==> src/rtl/vec_mul_sequencer_pkg.sv <==
// Shared types and sizing helpers for the vector-multiply control sequencer.
// Widths depend on module parameters, so each module derives them through these functions.
package vec_mul_sequencer_pkg;

    typedef enum logic [2:0] {
        S_IDLE,
        S_LOAD_W,
        S_RELOAD,
        S_STREAM,
        S_DRAIN,
        S_DONE
    } state_t;

    // Bits needed to count 0..n-1 (never less than one bit).
    function automatic int cnt_width(input int n);
        return (n <= 2) ? 1 : $clog2(n);
    endfunction

    // The delay line always has at least one stage.
    function automatic int delay_depth(input int latency);
        return (latency < 1) ? 1 : latency;
    endfunction

    localparam int DEF_ADDRESSSIZE    = 10;
    localparam int DEF_TILE_W         = 4;
    localparam int DEF_PIPE_LATENCY   = 65;
    localparam int DEF_WRELOAD_CYCLES = 64;
    localparam int DEF_DELAY_DEPTH    = delay_depth(DEF_PIPE_LATENCY);
    localparam int DEF_VEC_CNT_W      = DEF_ADDRESSSIZE;
    localparam int DEF_RELOAD_CNT_W   = cnt_width(DEF_WRELOAD_CYCLES);

endpackage

==> src/rtl/vec_mul_sequencer_valid_delay_line.sv <==
// 1-bit valid shift register aligning UB read issue with the datapath's result row.
// Synchronous clear discards every in-flight bit; clear takes priority over shifting.
module valid_delay_line #(
    parameter int DEPTH = 65
) (
    input  logic clk,
    input  logic rst,
    input  logic clr,
    input  logic din,
    output logic dout
);

    logic [DEPTH-1:0] shift;

    generate
        if (DEPTH == 1) begin : g_single
            always_ff @(posedge clk or posedge rst) begin
                if (rst) begin
                    shift <= '0;
                end else if (clr) begin
                    shift <= '0;
                end else begin
                    shift <= din;
                end
            end
        end else begin : g_multi
            // NOTE: sequential state is written only with non-blocking assignments so every
            // stage samples its neighbour's pre-edge value.
            always_ff @(posedge clk or posedge rst) begin
                if (rst) begin
                    shift <= '0;
                end else if (clr) begin
                    shift <= '0;
                end else begin
                    shift <= {shift[DEPTH-2:0], din};
                end
            end
        end
    endgenerate

    assign dout = shift[DEPTH-1];

endmodule

==> src/rtl/vec_mul_sequencer.sv <==
// Batch sequencer: per weight tile pops the FIFO, reloads the array, streams N UB vectors,
// then drains latency-aligned results into the result SRAM at a running address.
module vec_mul_sequencer
    import vec_mul_sequencer_pkg::*;
#(
    parameter int ADDRESSSIZE    = DEF_ADDRESSSIZE,
    parameter int TILE_W         = DEF_TILE_W,
    parameter int PIPE_LATENCY   = DEF_PIPE_LATENCY,
    parameter int WRELOAD_CYCLES = DEF_WRELOAD_CYCLES
) (
    input  logic                   clk,
    input  logic                   rst,
    input  logic                   start,
    input  logic                   abort,
    input  logic [ADDRESSSIZE-1:0] cfg_src_base,
    input  logic [ADDRESSSIZE-1:0] cfg_dst_base,
    input  logic [ADDRESSSIZE-1:0] cfg_num_vec,
    input  logic [TILE_W-1:0]      cfg_num_tiles,
    input  logic                   fifo_empty,
    output logic                   fifo_rd_en,
    output logic                   weight_reload,
    output logic                   ub_rd_en,
    output logic [ADDRESSSIZE-1:0] ub_addr,
    output logic                   res_we,
    output logic [ADDRESSSIZE-1:0] res_addr,
    output logic                   busy,
    output logic                   done
);

    localparam int AW       = ADDRESSSIZE;
    localparam int DL_DEPTH = delay_depth(PIPE_LATENCY);
    localparam int RW       = cnt_width(WRELOAD_CYCLES);

    state_t state, state_nxt;

    logic [AW-1:0]     src_base, num_vec;
    logic [TILE_W-1:0] num_tiles, tile_cnt;
    logic [AW-1:0]     vec_cnt, res_cnt, res_ptr;
    logic [RW-1:0]     reload_cnt;

    logic kill, accept, cfg_zero;
    logic last_reload, last_vec, last_res, last_tile;
    logic dl_out;

    assign kill        = abort && (state != S_IDLE);
    assign accept      = start && !abort && (state == S_IDLE);
    assign cfg_zero    = (cfg_num_vec == '0) || (cfg_num_tiles == '0);
    assign last_reload = (reload_cnt == RW'(WRELOAD_CYCLES - 1));
    assign last_vec    = (vec_cnt == num_vec - AW'(1));
    assign last_res    = res_we && (res_cnt == num_vec - AW'(1));
    assign last_tile   = (tile_cnt == num_tiles - TILE_W'(1));

    always_ff @(posedge clk or posedge rst) begin
        if (rst) begin
            state <= S_IDLE;
        end else begin
            state <= state_nxt;
        end
    end

    // NOTE: every output and the next state get a default before the case, so no path
    // through this block can leave a value unassigned and infer a latch.
    always_comb begin
        state_nxt     = state;
        fifo_rd_en    = 1'b0;
        weight_reload = 1'b0;
        ub_rd_en      = 1'b0;
        busy          = 1'b0;
        done          = 1'b0;
        case (state)
            S_IDLE: begin
                if (accept) begin
                    state_nxt = cfg_zero ? S_DONE : S_LOAD_W;
                end
            end
            S_LOAD_W: begin
                busy = 1'b1;
                if (!fifo_empty) begin
                    fifo_rd_en = 1'b1;
                    state_nxt  = S_RELOAD;
                end
            end
            S_RELOAD: begin
                busy          = 1'b1;
                weight_reload = 1'b1;
                if (last_reload) begin
                    state_nxt = S_STREAM;
                end
            end
            S_STREAM: begin
                busy     = 1'b1;
                ub_rd_en = 1'b1;
                if (last_vec) begin
                    state_nxt = S_DRAIN;
                end
            end
            S_DRAIN: begin
                busy = 1'b1;
                if (last_res) begin
                    state_nxt = last_tile ? S_DONE : S_LOAD_W;
                end
            end
            S_DONE: begin
                done      = 1'b1;
                state_nxt = S_IDLE;
            end
            default: begin
                state_nxt = S_IDLE;
            end
        endcase
        // Abort overrides every strobe in the cycle it is seen.
        if (kill) begin
            state_nxt     = S_IDLE;
            fifo_rd_en    = 1'b0;
            weight_reload = 1'b0;
            ub_rd_en      = 1'b0;
            done          = 1'b0;
        end
    end

    always_ff @(posedge clk or posedge rst) begin
        if (rst) begin
            src_base   <= '0;
            num_vec    <= '0;
            num_tiles  <= '0;
            res_ptr    <= '0;
            vec_cnt    <= '0;
            res_cnt    <= '0;
            tile_cnt   <= '0;
            reload_cnt <= '0;
        end else if (kill) begin
            vec_cnt    <= '0;
            res_cnt    <= '0;
            tile_cnt   <= '0;
            reload_cnt <= '0;
        end else begin
            case (state)
                S_IDLE: begin
                    if (accept) begin
                        src_base   <= cfg_src_base;
                        num_vec    <= cfg_num_vec;
                        num_tiles  <= cfg_num_tiles;
                        res_ptr    <= cfg_dst_base;
                        vec_cnt    <= '0;
                        res_cnt    <= '0;
                        tile_cnt   <= '0;
                        reload_cnt <= '0;
                    end
                end
                S_RELOAD: reload_cnt <= last_reload ? '0 : reload_cnt + RW'(1);
                S_STREAM: vec_cnt    <= last_vec ? '0 : vec_cnt + AW'(1);
                S_DRAIN: begin
                    if (last_res) begin
                        tile_cnt <= tile_cnt + TILE_W'(1);
                    end
                end
                default: ;
            endcase
            // Result pointer runs across tiles; the per-tile count finds the last write.
            if (res_we) begin
                res_ptr <= res_ptr + AW'(1);
                res_cnt <= last_res ? '0 : res_cnt + AW'(1);
            end
        end
    end

    valid_delay_line #(
        .DEPTH(DL_DEPTH)
    ) u_valid_delay_line (
        .clk (clk),
        .rst (rst),
        .clr (kill),
        .din (ub_rd_en),
        .dout(dl_out)
    );

    assign res_we   = dl_out && !kill;
    assign res_addr = res_ptr;
    assign ub_addr  = src_base + vec_cnt;

endmodule

==> config.mk <==
export PLATFORM = sky130hd
export DESIGN_NAME = vec_mul_sequencer
export DESIGN_NICKNAME = d
export VERILOG_FILES = /design/src/rtl/vec_mul_sequencer_pkg.sv /design/src/rtl/vec_mul_sequencer_valid_delay_line.sv /design/src/rtl/vec_mul_sequencer.sv
export SDC_FILE = /design/constraint.sdc
export NUM_CORES = 1
export LEC_CHECK = 0
export CAP_MARGIN = 20
export CORE_MARGIN = 5
export CORE_UTILIZATION = 50
export CTS_CLUSTER_DIAMETER = 60
export DETAILED_ROUTE_END_ITERATION = 8
export PLACE_DENSITY = 0.71
export SETUP_SLACK_MARGIN = 0.2
export SLEW_MARGIN = 20
export SYNTH_ARGS = -nofsm -noshare
export SYNTH_HDL_FRONTEND = slang
export SYNTH_SLANG_ARGS = --single-unit
==> constraint.sdc <==
create_clock -name clk -period 4.9 [get_ports clk]
set_clock_uncertainty 0.1 [all_clocks]
set_input_delay 1.225 -clock clk [delete_from_list [all_inputs] [get_ports clk]]
set_output_delay 1.225 -clock clk [all_outputs]
set_load 0.01 [all_outputs]
## Yosys cells after proc, flatten, opt, wreduce, memory -nomap -nowiden

Index checks and enable logic that the tools add are counted.
W data, S select, Z words.

- $add $sub $neg: 8
- Equal/unequal tests: 14
- Bitwise operators: 1
- Muxes and demuxes: 39
- Reductions and logical operators: 27

Operators by type and width:

| operator | number |
|---|---|
| $mux W10 | 10 |
| $mux W65 | 1 |
| $add A10 B1 Y10 const B | 3 |
| $mux W3 | 8 |
| $eq A10 B10 Y1 | 2 |
| $pmux W10 S2 | 1 |
| $mux W6 | 3 |
| $reduce_bool A3 Y1 | 6 |
| $ne A3 B3 Y1 const B | 5 |
| $pmux W3 S5 | 1 |
| $mux W4 | 3 |
| $pmux W6 S2 | 1 |
| $add A10 B10 Y10 | 1 |
| $logic_not A10 Y1 | 1 |
| $mux W1 | 10 |
| $sub A10 B1 Y10 const B | 1 |
| $reduce_and A3 Y1 | 3 |
| $pmux W4 S2 | 1 |
| $add A6 B1 Y6 const B | 1 |
| $eq A3 B2 Y1 const B | 2 |
| $eq A3 B3 Y1 const B | 2 |
| $eq A6 B6 Y1 const B | 1 |
| $reduce_and A2 Y1 | 3 |
| $logic_and A1 B1 Y1 | 5 |
| other kinds (12) | 14 |

- Flip-flop bits (word level): 132
- Word-level logic and storage cells: 99

## Logic depth before layout (Yosys ltp)

- Word-level depth: 8
- Depth in mapped cells: 10

## Modules after synthesis

From an unflattened synthesis, not the netlist that was laid out.

- Cell total of the unflattened synthesis: 655
- Area total of the unflattened synthesis: 6,640.1 µm²

Modules (own cells, without submodules):

| module | sequential area each (µm²) | instances | area an instance (µm²) | cells each |
|---|---|---|---|---|
| vec_mul_sequencer | 1,676.6 | 1 | 4,455.5 | 517 |
| valid_delay_line | 1,626.6 | 1 | 2,184.6 | 138 |

## Worst setup path after synthesis

Ideal clock, no wire load.

- Kind: input -> output
- Start: input port abort
- End: output port fifo_rd_en
- Arrival time: 2.553 ns
- Path slack: 1.022 ns
- Data required time: 3.575 ns
- Stages on the path: 7
- Path buffers: 1
- Cell sequence: clkbuf_1 nor2_1 nand3b_1 inv_1 o21ai_0 o31ai_1 nor4_1

- Longest elaborated chain between the ends: 2

RTL lines:

| what | RTL line | text |
|---|---|---|
| start, declared | vec_mul_sequencer.sv:14 | `input logic abort,` |
| $logic_and A1 B1 Y1 | vec_mul_sequencer.sv:45 | `assign kill = abort && (state != S_IDLE);` |
| $mux W1 | vec_mul_sequencer.sv:112 | `if (kill) begin` |
| end, declared | vec_mul_sequencer.sv:20 | `output logic fifo_rd_en,` |

No other way between the ends.

## Worst setup path in the final report

- Start: register vec_cnt[1]
- End: output port ub_addr[9]

- Longest elaborated chain between the ends: 1

RTL lines:

| what | RTL line | text |
|---|---|---|
| start, declared | vec_mul_sequencer.sv:38 | `logic [AW-1:0] vec_cnt, res_cnt, res_ptr;` |
| start signal, assigned | vec_mul_sequencer.sv:151 | `S_STREAM: vec_cnt <= last_vec ? '0 : vec_cnt + AW'(1);` |
| $add A10 B10 Y10 | vec_mul_sequencer.sv:179 | `assign ub_addr = src_base + vec_cnt;` |
| end, declared | vec_mul_sequencer.sv:23 | `output logic [ADDRESSSIZE-1:0] ub_addr,` |

No other way between the ends.

==> run metrics <==
Post-Syn Nets=718; hold path depth=1; min-delay src=u_valid_delay_line.shift[5]; measured slew at the worst slew-check pin=935 ps; Filler cells=1,044; CP endpoint kind=output pin; Die Area=15,400 um2; Nets=778; Max Slew Vio Count=0; CP Data Required Time=3580 ps; largest net degree at the start of global routing=133; Tot GR Track Use=20.5%; mean post-synth cell area=9.82 um2; max frequency=0.226 GHz; slowest stage delay, CP=560 ps; Reg2Reg Setup Slack=1580 ps; diode count=0; total length of routed wires=14.5 mm; Tightest Hold Check Type=flop to flop; Slowest cell on crit path=clkdlybuf4s50_1; Distinct cells, synth=63; vias post-DR=4,977; Setup Fix Bufs, Post-CTS=0; Worst setup endpoint=ub_addr[9]; grt ovf=0; Final Wtd Congestion=0.923; multi-input logic area=2980 um2; First DRT Iteration DRCs=308; Vias/cell=5.49; layout cell share with drive strength beyond 1=6.81%; CTS Buffer Depth=2; DRC viols=0; critical path arrival=3110 ps; Reg2Reg Capture Point=tile_cnt[3]; row cnt=41; first-pass GRT wire length=24.5 mm; top_reg_cell synth=dfrtp_1; Critical path origin=vec_cnt[1]; CP Cell Sequence=ha_1, a21o_1, a21oi_1, o21bai_1, a21oi_1, o21ai_1, and4_1, nor3_1, clkdlybuf4s50_1; Resized cells post-CTS=0; First-pass DRT Iterations=5; PortBufs=64; Setup violations, final=0; IO Count=65; Sink Count=132; Crit Reg-Reg Startpoint=num_vec[0]; Crit Path Max Fanout=6; Design Power=0.00403 W; max-cap violation count=0; Die Width=124 um; EDFF count, synth=0; Post-Synthesis Cell Area=6500 um2; root buffer cell=clkbuf_16; CP most frequent cell=a21oi_1; startpoint type of the worst setup path=flop; Setup Crit Path Kind=flop to output pin; Async S/R FF share, synth=100%; Max-slew headroom=37.5%; power density cells=513 nW/um2; area grow syn2layout=20.9%; Hold Buf Count CTS=0; setup TNS=0 ps; initial antenna violation count=0; Worst-Skew Late Latency=420 ps; outcome=finished clean; hpwl dp=9.73 mm; initial core utilization=51.3%; final worst path period need=4430 ps; post-synthesis register bit count=132; synth warn=0; vias in the first global route=5,007; most common cell after layout, fill and taps aside=dfrtp_1; Reg area=3300 um2; RSZ-0062 raised after global routing=false; Cells after Synth=662; post-route ant nets=0; Peak VDD IR=0.262 mV; Die Height=124 um; P_leak=3.67 nW; sequential area share after synthesis=50.8%; CTS H-tree lvls=4; final number of hold-violating endpoints=0; CTS clk-pin slew, worst paths=60 ps; WL/cell=16.0 um; total CTS buffers=17; most frequent cells in the layout=dfrtp_1 (132), nand2_1 (109), and2_1 (66); Core ar.=12,700 um2; CTS tree=yes; fin crit share=90.5%; worst r2r path cells=9
worst max-delay path: cells and delay by family, from the launching register on:
kind | cells | cell delay (ps)
simple gates | 2 | 410
flops | 1 | 450
compound gates | 5 | 960
fa+ha+maj | 1 | 300
buf+inv | 1 | 560
logic make-up (layout without fill, tap and decap cells):
logic type | Yosys count | after routing | share of synthesized area (%)
and+or+nand+nor | 295 | 295 | 23.4
DFF | 132 | 132 | 50.8
AOI/OAI and AO/OA | 122 | 122 | 12.2
buffers and inverters | 51 | 123 | 3.35
xor gates and xnor gates | 37 | 37 | 5.62
adders and majority gates | 17 | 17 | 3.39
muxes | 8 | 8 | 1.29
cell type report:
| cell class | instances | area share [%] |
|---|---|---|
| Tap cell | 172 | 2.74 |
| Clock inverter | 12 | 1.72 |
| Multi-Input combinational cell | 479 | 37.9 |
| Inverter | 21 | 1.05 |
| Timing Repair Buffer | 71 | 9.01 |
| Clock buffer | 19 | 5.51 |
| Sequential cell | 132 | 42.0 |
worst min path at each step:
stage / to / slack, ps
finish: u_valid_delay_line.shift[6] / 340
global route: u_valid_delay_line.shift[44] / 370
CTS: u_valid_delay_line.shift[6] / 350
detailed placement: u_valid_delay_line.shift[21] / 330
global placement: u_valid_delay_line.shift[7] / 330
floorplan: u_valid_delay_line.shift[10] / 330
state kept, by name, summed over array words and instances, names as in the netlist:
signal and cells:
reload_cnt 6, state 3, tile_cnt 4, num_tiles 4
num_vec 10, vec_cnt 10, src_base 10, res_addr 10
res_cnt 10, u_valid_delay_line.shift 65
per-layer routing:
layer,share of wire [%],up-vias,track usage [%],wire length [um]
met3,4.0,17,4.81,584
li1,-,2399,-,-
met1,46,2452,28.1,6640
met2,49,109,31.6,7050
met4,1.5,0,8.15,220
met5,0,-,0,0
Yosys cell counts, drive strengths merged (7+ instances only):
cell / instances / area share (%)
nand2: 109 / 6.3
nor4: 9 / 1.1
nand4: 7 / 0.77
a31oi: 15 / 1.7
nand3: 17 / 1.3
o21ai: 29 / 2.2
inv: 21 / 1.2
xnor2: 18 / 2.4
nor2: 28 / 1.6
and3: 8 / 0.77
nor2b: 7 / 0.67
xor2: 16 / 2.2
dfrtp: 132 / 51
ha: 16 / 3.1
clkbuf: 20 / 1.2
nand2b: 13 / 1.3
and2: 66 / 6.4
o22ai: 7 / 0.67
a21oi: 31 / 2.4
nor3: 15 / 1.2
buf: 10 / 0.98
where the power goes:
group          leakage [nW]  internal, W  switching (W)  total (W)
logic                  1.62     0.000615       0.000713    0.00133
registers              1.79      0.00125       0.000229    0.00147
clock network         0.265     0.000745       0.000480    0.00122
metrics by stage:
stage | setup WS (ps) | instance area [um2] | hold slack, ps | instances | utilization [%]
3_3_place_gp | 341 | 7290 | 332 | 875 | 57.5
6_report | 466 | 7860 | 340 | 906 | 62.0
2_1_floorplan | 1020 | 6500 | 328 | 662 | -
3_5_place_dp | 304 | 7290 | 333 | 875 | 57.5
5_1_grt | 272 | 7860 | 366 | 906 | 62.0
4_1_cts | 286 | 7860 | 345 | 906 | 62.0
Note: power is estimated with default switching activity, not from simulation.
==> variant, RTL diff (config.mk and constraints unchanged) <==
Re-encode `state_t` (6 states) as one-hot, 6 bits wide.
--- a/src/rtl/vec_mul_sequencer_pkg.sv
+++ b/src/rtl/vec_mul_sequencer_pkg.sv
@@ -2,13 +2,13 @@
 // Widths depend on module parameters, so each module derives them through these functions.
 package vec_mul_sequencer_pkg;
 
-    typedef enum logic [2:0] {
-        S_IDLE,
-        S_LOAD_W,
-        S_RELOAD,
-        S_STREAM,
-        S_DRAIN,
-        S_DONE
+    typedef enum logic [5:0] {
+        S_IDLE   = 6'b000001,
+        S_LOAD_W = 6'b000010,
+        S_RELOAD = 6'b000100,
+        S_STREAM = 6'b001000,
+        S_DRAIN  = 6'b010000,
+        S_DONE   = 6'b100000
     } state_t;
 
     // Bits needed to count 0..n-1 (never less than one bit).
Behaviour: no difference found for any inputs over 10 cycles, from zero or initial values and one cycle with rst high; not proved beyond that.
==> variant against the original RTL <==
  * Sequential cell count up 3
  * Hold slack better by 0.0057 ns
  * Global-route usage down 1.4 points
  * Routed wire length down 0.16%
  * First-iteration DRC count up 58%
  * Worst setup slack worse by 0.14 ns
  * Design area up 2.6%
  * Total power down 4.2%
  * Synthesized area up 2.8%
==> variant: results (changes against the original RTL) <==
Layout
  – Final cell count without fillers: 931 (+2.8%)
  – Nets: 798 (+2.6%)
  – Fraction of layout cells with a size suffix above 1: 7.68% (+0.87 points)

Global route
  – Overall routing resource usage: 19.1% (-1.4 points)
  – Met1 global-route usage: 25.5% (-2.6 points)
  – First-pass GRT wire length: 24.6 mm (+0.37%)
  – Vias in the first global route: 5137 (+2.6%)
  – GR Util met3: 5.29% (+0.47 points)
  – M2 GR Usage: 29.4% (-2.2 points)

Detailed routing
  – Final Routed Wirelength: 14.5 mm (-0.16%)
  – Vias/cell: 5.45 (-0.83%)
  – Initial DRC Count: 487 (+58%)

Worst setup path
  – Crit-path max cell delay: 0.58 ns (+0.02 ns)
  – CP arrival: 3.25 ns (+0.14 ns)
  – CP Max Fanout: 5 (-1)

Placement
  – Pre-CTS setup slack: 0.633 ns (+0.329 ns)
  – HPWL after DPL: 9.83 mm (+1.0%)

Power
  – Switching share of total power: 34.3% (-0.96 points)

Yosys
  – Mapped Nets: 737 (+2.6%)
  – Unique masters post-synth: 71 (+13%)
  – Mean post-synth cell area: 9.81 um2 (about the same)
  – Sequential share of the synthesized area: 50.6% (-0.23 points)

Flow run
  – Maxcap violations: 0 (unchanged)

STA
  – Slew @ Worst Pin: 0.787 ns (-0.148 ns)

Status
  – Status: finished clean
variant: logic make-up after synthesis:
kind of cell,after synthesis,synth area share [%]
buffers and inverters,48,2.87
multiplexers,6,0.918
adder cells (fa/ha/maj),17,3.30
flip-flops,135,50.6
AO/OA/AOI/OAI,105,10.4
AND/OR/NAND/NOR,324,25.3
XOR/XNOR,46,6.57
variant: per-layer routing:
metal  vias up  routed length [um]
li1       2458                   -
met1      2481                6430
met2       110                6950
met3        23                 794
met4         0                 295
met5         -                   0
variant: per-stage QoR:
step	power, uW	hold WS, ns	instance area, um2
2_1_floorplan	2260	0.328	6690
3_3_place_gp	2610	0.331	7490
3_5_place_dp	2660	0.333	7490
4_1_cts	3890	0.348	8060
5_1_grt	4090	0.357	8060
6_report	3860	0.346	8060
variant: power by group through the flow:
stage	logic, uW	clock network (uW)	registers, uW
CTS	1190	1230	1460
floorplan	864	0	1400
global placement	1140	0	1470
finish	1180	1210	1470
detailed placement	1180	0	1480
global route	1310	1290	1490
variant: worst paths after layout:
path,startpoint,to,slack [ns],cells past startpoint
min,u_valid_delay_line.shift[26],u_valid_delay_line.shift[27],0.35,1
max,vec_cnt[1],ub_addr[9],0.33,9
max reg2reg,num_vec[3],res_cnt[9],1.93,7
max in group asynchronous,rst,num_tiles[1],3.01,3
min reg2reg,u_valid_delay_line.shift[26],u_valid_delay_line.shift[27],0.35,1
min in group asynchronous,rst,u_valid_delay_line.shift[50],1.20,3
variant: final cells by class:
type                    count  area, um2
multi-input cells         498       3110
fillers                  1083       5130
clock inverters            12        123
clock buffers              20        447
flip-flops and latches    135       3380
repair buffers             72        713
inverters                  18       71.3
well taps                 176        220
